===== src/rtl/traffic_phase_sched.sv =====
// Two-direction traffic phase scheduler with pedestrian walk grants and emergency preemption.
// Lamps and walk outputs are a Moore decode of the state register.
module traffic_phase_sched #(
   parameter int GREEN_T  = 25,
   parameter int YELLOW_T = 5,
   parameter int CLEAR_T  = 2,
   parameter int WALK_T   = 10
) (
   input  logic       clk,
   input  logic       rst,
   input  logic       tick,
   input  logic       emg,
   input  logic       ped_a,
   input  logic       ped_b,
   output logic [2:0] A,
   output logic [2:0] B,
   output logic       walk_a,
   output logic       walk_b,
   output logic [2:0] phase
);

   typedef enum logic [2:0] {
      CLR_B   = 3'd0,
      A_GRN   = 3'd1,
      A_YEL   = 3'd2,
      CLR_A   = 3'd3,
      B_GRN   = 3'd4,
      B_YEL   = 3'd5,
      PREEMPT = 3'd6
   } state_t;

   localparam logic [7:0] GREEN_C  = 8'(GREEN_T);
   localparam logic [7:0] YELLOW_C = 8'(YELLOW_T);
   localparam logic [7:0] CLEAR_C  = 8'(CLEAR_T);
   localparam logic [7:0] WALK_C   = 8'(WALK_T);

   localparam logic [2:0] LAMP_R = 3'b100;
   localparam logic [2:0] LAMP_G = 3'b010;
   localparam logic [2:0] LAMP_Y = 3'b001;

   state_t     state;
   state_t     state_nxt;
   logic [7:0] cnt;
   logic [7:0] dur;
   logic       expire;
   logic       pre_emg;
   logic       pend_a;
   logic       pend_b;
   logic       grant_a;
   logic       grant_b;

   // NOTE: every always_comb output gets a default first so no path leaves it unassigned (no latch).
   always_comb begin
      dur = CLEAR_C;
      case (state)
         A_GRN, B_GRN: dur = GREEN_C;
         A_YEL, B_YEL: dur = YELLOW_C;
         default:      dur = CLEAR_C;
      endcase
   end

   assign expire = tick && (cnt == dur - 8'd1);

   // pre_emg remembers an emergency seen before the final yellow edge, so yellow always runs its full length.
   always_comb begin
      state_nxt = state;
      case (state)
         CLR_B: begin
            if (emg)         state_nxt = PREEMPT;
            else if (expire) state_nxt = A_GRN;
         end
         A_GRN: begin
            if (emg || expire) state_nxt = A_YEL;
         end
         A_YEL: begin
            if (expire) state_nxt = pre_emg ? PREEMPT : CLR_A;
         end
         CLR_A: begin
            if (emg)         state_nxt = PREEMPT;
            else if (expire) state_nxt = B_GRN;
         end
         B_GRN: begin
            if (emg || expire) state_nxt = B_YEL;
         end
         B_YEL: begin
            if (expire) state_nxt = pre_emg ? PREEMPT : CLR_B;
         end
         PREEMPT: begin
            if (!emg) state_nxt = CLR_B;
         end
         default: state_nxt = CLR_B;
      endcase
   end

   // NOTE: sequential state uses non-blocking assignments so all registers update from pre-edge values.
   always_ff @(posedge clk or posedge rst) begin
      if (rst) begin
         state   <= CLR_B;
         cnt     <= '0;
         pre_emg <= 1'b0;
         pend_a  <= 1'b0;
         pend_b  <= 1'b0;
         grant_a <= 1'b0;
         grant_b <= 1'b0;
      end else begin
         state   <= state_nxt;
         cnt     <= (state_nxt != state) ? 8'd0 : cnt + {7'd0, tick};
         pre_emg <= ((state_nxt == A_YEL) || (state_nxt == B_YEL)) && (pre_emg || emg);

         if ((state_nxt == A_GRN) && (state != A_GRN)) begin
            grant_a <= pend_a || ped_a;
            pend_a  <= 1'b0;
         end else if (ped_a) begin
            pend_a  <= 1'b1;
         end

         if ((state_nxt == B_GRN) && (state != B_GRN)) begin
            grant_b <= pend_b || ped_b;
            pend_b  <= 1'b0;
         end else if (ped_b) begin
            pend_b  <= 1'b1;
         end
      end
   end

   always_comb begin
      A      = LAMP_R;
      B      = LAMP_R;
      walk_a = 1'b0;
      walk_b = 1'b0;
      phase  = state;
      case (state)
         A_GRN: begin
            A      = LAMP_G;
            walk_a = grant_a && (cnt < WALK_C);
         end
         A_YEL: A = LAMP_Y;
         B_GRN: begin
            B      = LAMP_G;
            walk_b = grant_b && (cnt < WALK_C);
         end
         B_YEL: B = LAMP_Y;
         default: begin
            A = LAMP_R;
            B = LAMP_R;
         end
      endcase
   end

endmodule


===== config.mk =====
export PLATFORM = sky130hd
export DESIGN_NAME = traffic_phase_sched
export DESIGN_NICKNAME = d
export VERILOG_FILES = /design/src/rtl/traffic_phase_sched.sv
export SDC_FILE = /design/constraint.sdc
export NUM_CORES = 1
export LEC_CHECK = 0
export ABC_AREA = 1
export CAP_MARGIN = 20
export CORE_AREA = 2 2 56 58
export CTS_BUF_LIST = sky130_fd_sc_hd__clkbuf_4
export DETAILED_ROUTE_END_ITERATION = 10
export DIE_AREA = 0 0 58 60
export HOLD_SLACK_MARGIN = 0.06
export PLACE_DENSITY = 0.62
export SYNTH_ARGS = -nofsm -noshare
export SYNTH_HDL_FRONTEND = slang
export SYNTH_SLANG_ARGS = --single-unit
export TNS_END_PERCENT = 5

===== constraint.sdc =====
create_clock -name clk -period 2.2 [get_ports clk]
set_clock_uncertainty 0.15 [all_clocks]
set_input_delay 0.55 -clock clk [delete_from_list [all_inputs] [get_ports clk]]
set_output_delay 0.55 -clock clk [all_outputs]
set_load 0.01 [all_outputs]

# Yosys cells after proc, flatten, opt, wreduce, memory -nomap -nowiden
# Index checks and enable logic that the tools add are counted.
# totals
register_bits	16
output_inout_bits	11
# classes
reduce_logical	16
eq_ne	14
mux	22
n_lt_le_gt_ge	1
n_addsub	2
# op_table
operator	count
$mux 3	11
$pmux 3 s7	1
$eq 3x3->1 const B	5
$pmux 3 s2	2
$pmux 5 s2	1
$eq 3x2->1 const B	3
$add 8x1->8	1
$eq 8x8->1	1
$lt 8x4->1 const B	1
$mux 8	1
$sub 8x1->8 const B	1
$eq 3x1->1 const B	2
$logic_and 1x1->1	6
$mux 1	6
$logic_or 1x1->1	5
$reduce_bool 2->1	2
$reduce_or 2->1	2
$logic_not 3->1	1
$ne 3x1->1 const B	1
$ne 3x3->1	1
$ne 3x3->1 const B	1

# Longest topological paths before layout
# depth
ltp_word	12
ltp_mapped	16
mapped_depth_nobuf	16

# Worst setup path after synthesis
# Ideal clock, no wire load.
# synth_timing
path_type	flip-flop to flip-flop
startpoint	reg state[1], in the netlist phase[1]
endpoint	reg cnt[6]
path_slack_ns	0.217
path_buffers	0
period_less_slack_ns	1.983
path_stages_with_launch	15
arrival_ns	1.712
path_cell_list	dfrtp_1 -> inv_2 -> nand3_1 -> nand2_2 -> nand2_1 -> nand2_1 -> nand2_2 -> nor2_4 -> nand2_1 -> nand3_1 -> nand3_2 -> nand2_1 -> nand2_2 -> nand3_4 -> nor2_2
# synth_via
elab_chain_len	11
word_cells_on_any_way	26
cone_classes	add/sub (1); eq/ne (8); mux (12); reduce/logical (5)
# synth_lines
element	line	source
start: declaration	41	state_t state;
start signal: assignment	106	state <= state_nxt;
$eq 3x3->1, or another cell as far along	55, 67	
$reduce_or 2->1	55	case (state)
$pmux 5 s2	55	
$sub 8x1->8	62	assign expire = tick && (cnt == dur - 8'd1);
$eq 8x8->1	62	
$logic_and 1x1->1	62	
$mux 3, or another cell as far along	80	else if (expire) state_nxt = B_GRN;
$mux 3 (on tied branches)	n/a	
$pmux 3 s7 (*)	67	case (state)
via state_nxt[2]	42	state_t state_nxt;
$ne 3x3->1 (*)	107	cnt <= (state_nxt != state) ? 8'd0 : cnt + {7'd0, tick};
$mux 8 (*)	107	
end signal: assignment	107	
end: declaration	43	logic [7:0] cnt;
# Mark *: on every way through the listed nets, which the timed path passes. The rest lies on a longest branch.
# A chain may end at the register's enable or synchronous reset.

# Worst setup path in the final report
# layout_timing
startpoint	reg cnt[7]
endpoint	out walk_b
# layout_via
elab_chain_len	3
# layout_lines
element	line	source
$lt 8x4->1	140	walk_b = grant_b && (cnt < WALK_C);
$logic_and 1x1->1	140	
$mux 1	132	case (state)
end: declaration	18	output logic walk_b,
# Every way passes these cells.

==> flow_metrics.tcl <==
set metrics [dict create \
    status "finished clean" \
    grt_max_degree 17 \
    wl_microns 2696 \
    drive_gt1_frac 0.3795 \
    ant_nets 0 \
    syn_inst 150 \
    gp_congestion 0.8493 \
    syn2layout_area_growth_pct 48.10 \
    num_rows 20 \
    die_x_microns 58 \
    critPathArrivalTime_ps 1490 \
    drcViolationCount 0 \
    relSlewSlack 0.8176 \
    cts_tree "done" \
    core_sq_um 2903 \
    multi_input_area_sq_um 701.9 \
    cts_max_level 1 \
    grt_pass1_wl_microns 4388 \
    die-area_sq_um 3480 \
    antenna_found_initial 0 \
    crit_required_ps 1500 \
    pin_count 17 \
    ff_latch_area_sq_um 404.1 \
    finalCritPeriodShare 0.9942 \
    fin_crit_ps 2187 \
    track_usage 0.1651 \
    io_buffers 16 \
    cp-end-kind "output pin" \
    dr.pass1.iters 4 \
    dp_hpwl_microns 1942 \
    holdCritPathClass "reg2reg" \
    yosysTopAreaCell "dfrtp_1" \
    final_core_util 0.5534 \
    final_nets 204 \
    synth_cell_types 22 \
    synth_top_area_share 0.3691 \
    cts.sinks 16 \
    clk_pin_slew_ps 100 \
    cp_max_fo 2 \
    syn_avg_cell_area_sq_um 7.232 \
    worstSetupPathType "reg2out" \
    ir_drop_mv 0.9598 \
    vias_per_cell 4.833 \
    ys_seq_elements 16 \
    clock_path_buffers 2 \
    synth_seq_area_share 0.3691 \
    start_util 0.3737 \
    rsz0062_at_grt "yes" \
    numCtsBuffers 3 \
    netlist_area_sq_um 1085 \
    hold_viol_final 0 \
    max_freq_mhz 457.2 \
    placed_cell_area_sq_um 1421 \
    drt_iter0_drc 30 \
    drv_cap 0 \
    die_h_microns 60 \
    syn_nets 158 \
    power.leakage_uw 0.0008089 \
    grt-ovfl-total 0 \
    yosysWarnings 0 \
    setup_viol 0 \
    diodes 0 \
    fill_cells 281 \
    synth_area_leaders "dfrtp_1 37%, nand2_1 12%, nor2_1 6.6%" \
    power_density_nw_per_um2 1205 \
    num_vias 1102 \
    cp-start-kind "register" \
    drv_slew 0 \
    grt_pass1_vias 991 \
    worst_pin_slew_ps 271.5 \
    postCtsHoldBufs 0 \
    clkLatencyLatePin_ps 280 \
    detail_route.wl_per_cell_microns 11.82 \
    final_area_sq_um 1607 \
    cts_root_buffer "clkbuf_4" \
]
==> sequential cells by signal, indices dropped and copies added (netlist names) <==
| register | count |
|---|---|
| cnt | 8 |
| phase | 3 |
| grant_a | 1 |
| grant_b | 1 |
| pend_a | 1 |
| pend_b | 1 |
| pre_emg | 1 |
==> logic make-up after synthesis <==
| logic type | after synthesis | share of synthesized area |
|---|---|---|
| AOI/OAI and AO/OA | 10 | 0.04613 |
| xor gates and xnor gates | 6 | 0.04844 |
| adders and majority gates | 2 | 0.02306 |
| buffers and inverters | 21 | 0.07266 |
| DFF | 16 | 0.3691 |
| and+or+nand+nor | 95 | 0.4406 |
==> final timing paths <==
check,slack [ps],startpoint,cells after the start,end
hold reg to reg,350,grant_b$_DFFE_PP0P_,2,grant_b$_DFFE_PP0P_
min in group asynchronous,410,rst,3,cnt[5]$_DFF_PP0_
setup / recovery,10,cnt[7]$_DFF_PP0_,5,walk_b
setup reg to reg,30,phase[0]$_DFF_PP0_,16,cnt[6]$_DFF_PP0_
hold / removal,350,grant_b$_DFFE_PP0P_,2,grant_b$_DFFE_PP0P_
max in group asynchronous,1290,rst,3,phase[1]$_DFF_PP0_
==> power by group <==
part / switching, uW / internal (uW) / leakage (uW)
logic: 761 / 568 / 0.000592
clock network: 94.4 / 65.8 / 0.0000154
registers: 74.4 / 373 / 0.000202
==> routing by layer <==
metal	part of all wire	global-route usage	vias to the layer above
li1	-	-	558
met1	0.44	0.2097	510
met2	0.50	0.2825	28
met3	0.045	0.03247	6
met4	0.014	0.05316	0
met5	0	0	-
==> synthesized netlist by cell type, drive strengths merged <==
library cell / n
ha: 2
nand2: 40
nor2: 30
xnor2: 2
nor3: 2
nand3b: 1
xor2: 4
a21oi: 3
nand3: 17
dfrtp: 16
inv: 21
nand4: 1
nor3b: 1
o21ai: 7
or2: 3
==> placed cells by master, fill, tap and decap left out, types with 3 or more instances in the layout <==
master and n:
nand2_1 29, dfrtp_1 13, nor2_1 16, nand2_2 11, clkdlybuf4s50_1 6, nand3_4 4, dfrtp_2 3, nand3_1 9
xor2_1 4, o21ai_0 5, dlygate4sd2_1 6, clkbuf_4 3, a21oi_1 3, nor2_4 6, inv_1 17, nor2_2 8
buf_4 23, nand3_2 4
==> critical path, stage by stage, from the launching register on <==
cell and delay (ps):
dfrtp_1 390, or2_4 260, nor3_4 130, nand2_2 90, nor2_2 110, clkdlybuf4s15_2 230
==> final cells by class <==
| class | count | area share |
|---|---|---|
| clock inverter | 1 | 0.002336 |
| timing repair buffer | 41 | 0.2173 |
| tap | 33 | 0.02570 |
| inverter | 21 | 0.05218 |
| multi-input combinational | 113 | 0.4369 |
| sequential | 16 | 0.2516 |
| clock buffer | 3 | 0.01402 |
==> per-stage QoR <==
step                setup slack [ps]  power [uW]  hold WS [ps]  instances  setup TNS (ps)
floorplan                      217.3        1150         291.5        150               0
global placement              -312.7        1546         315.7        217           -3453
detailed placement            -319.2        1561         327.0        217           -3506
CTS                           -77.37        1713         348.5        221          -77.37
global route                  -168.1        2111         376.8        228           -1539
finish                         12.87        1936         346.4        228               0
==> timing repair <==
action                                  CTS  global route
endpoints found under the hold margin     0             0
pin swaps                                 2            13
gates resized for setup                  19            26
endpoints found under the setup margin   17            16
setup buffers                             0             8
Power figures use the tool's default switching activity.
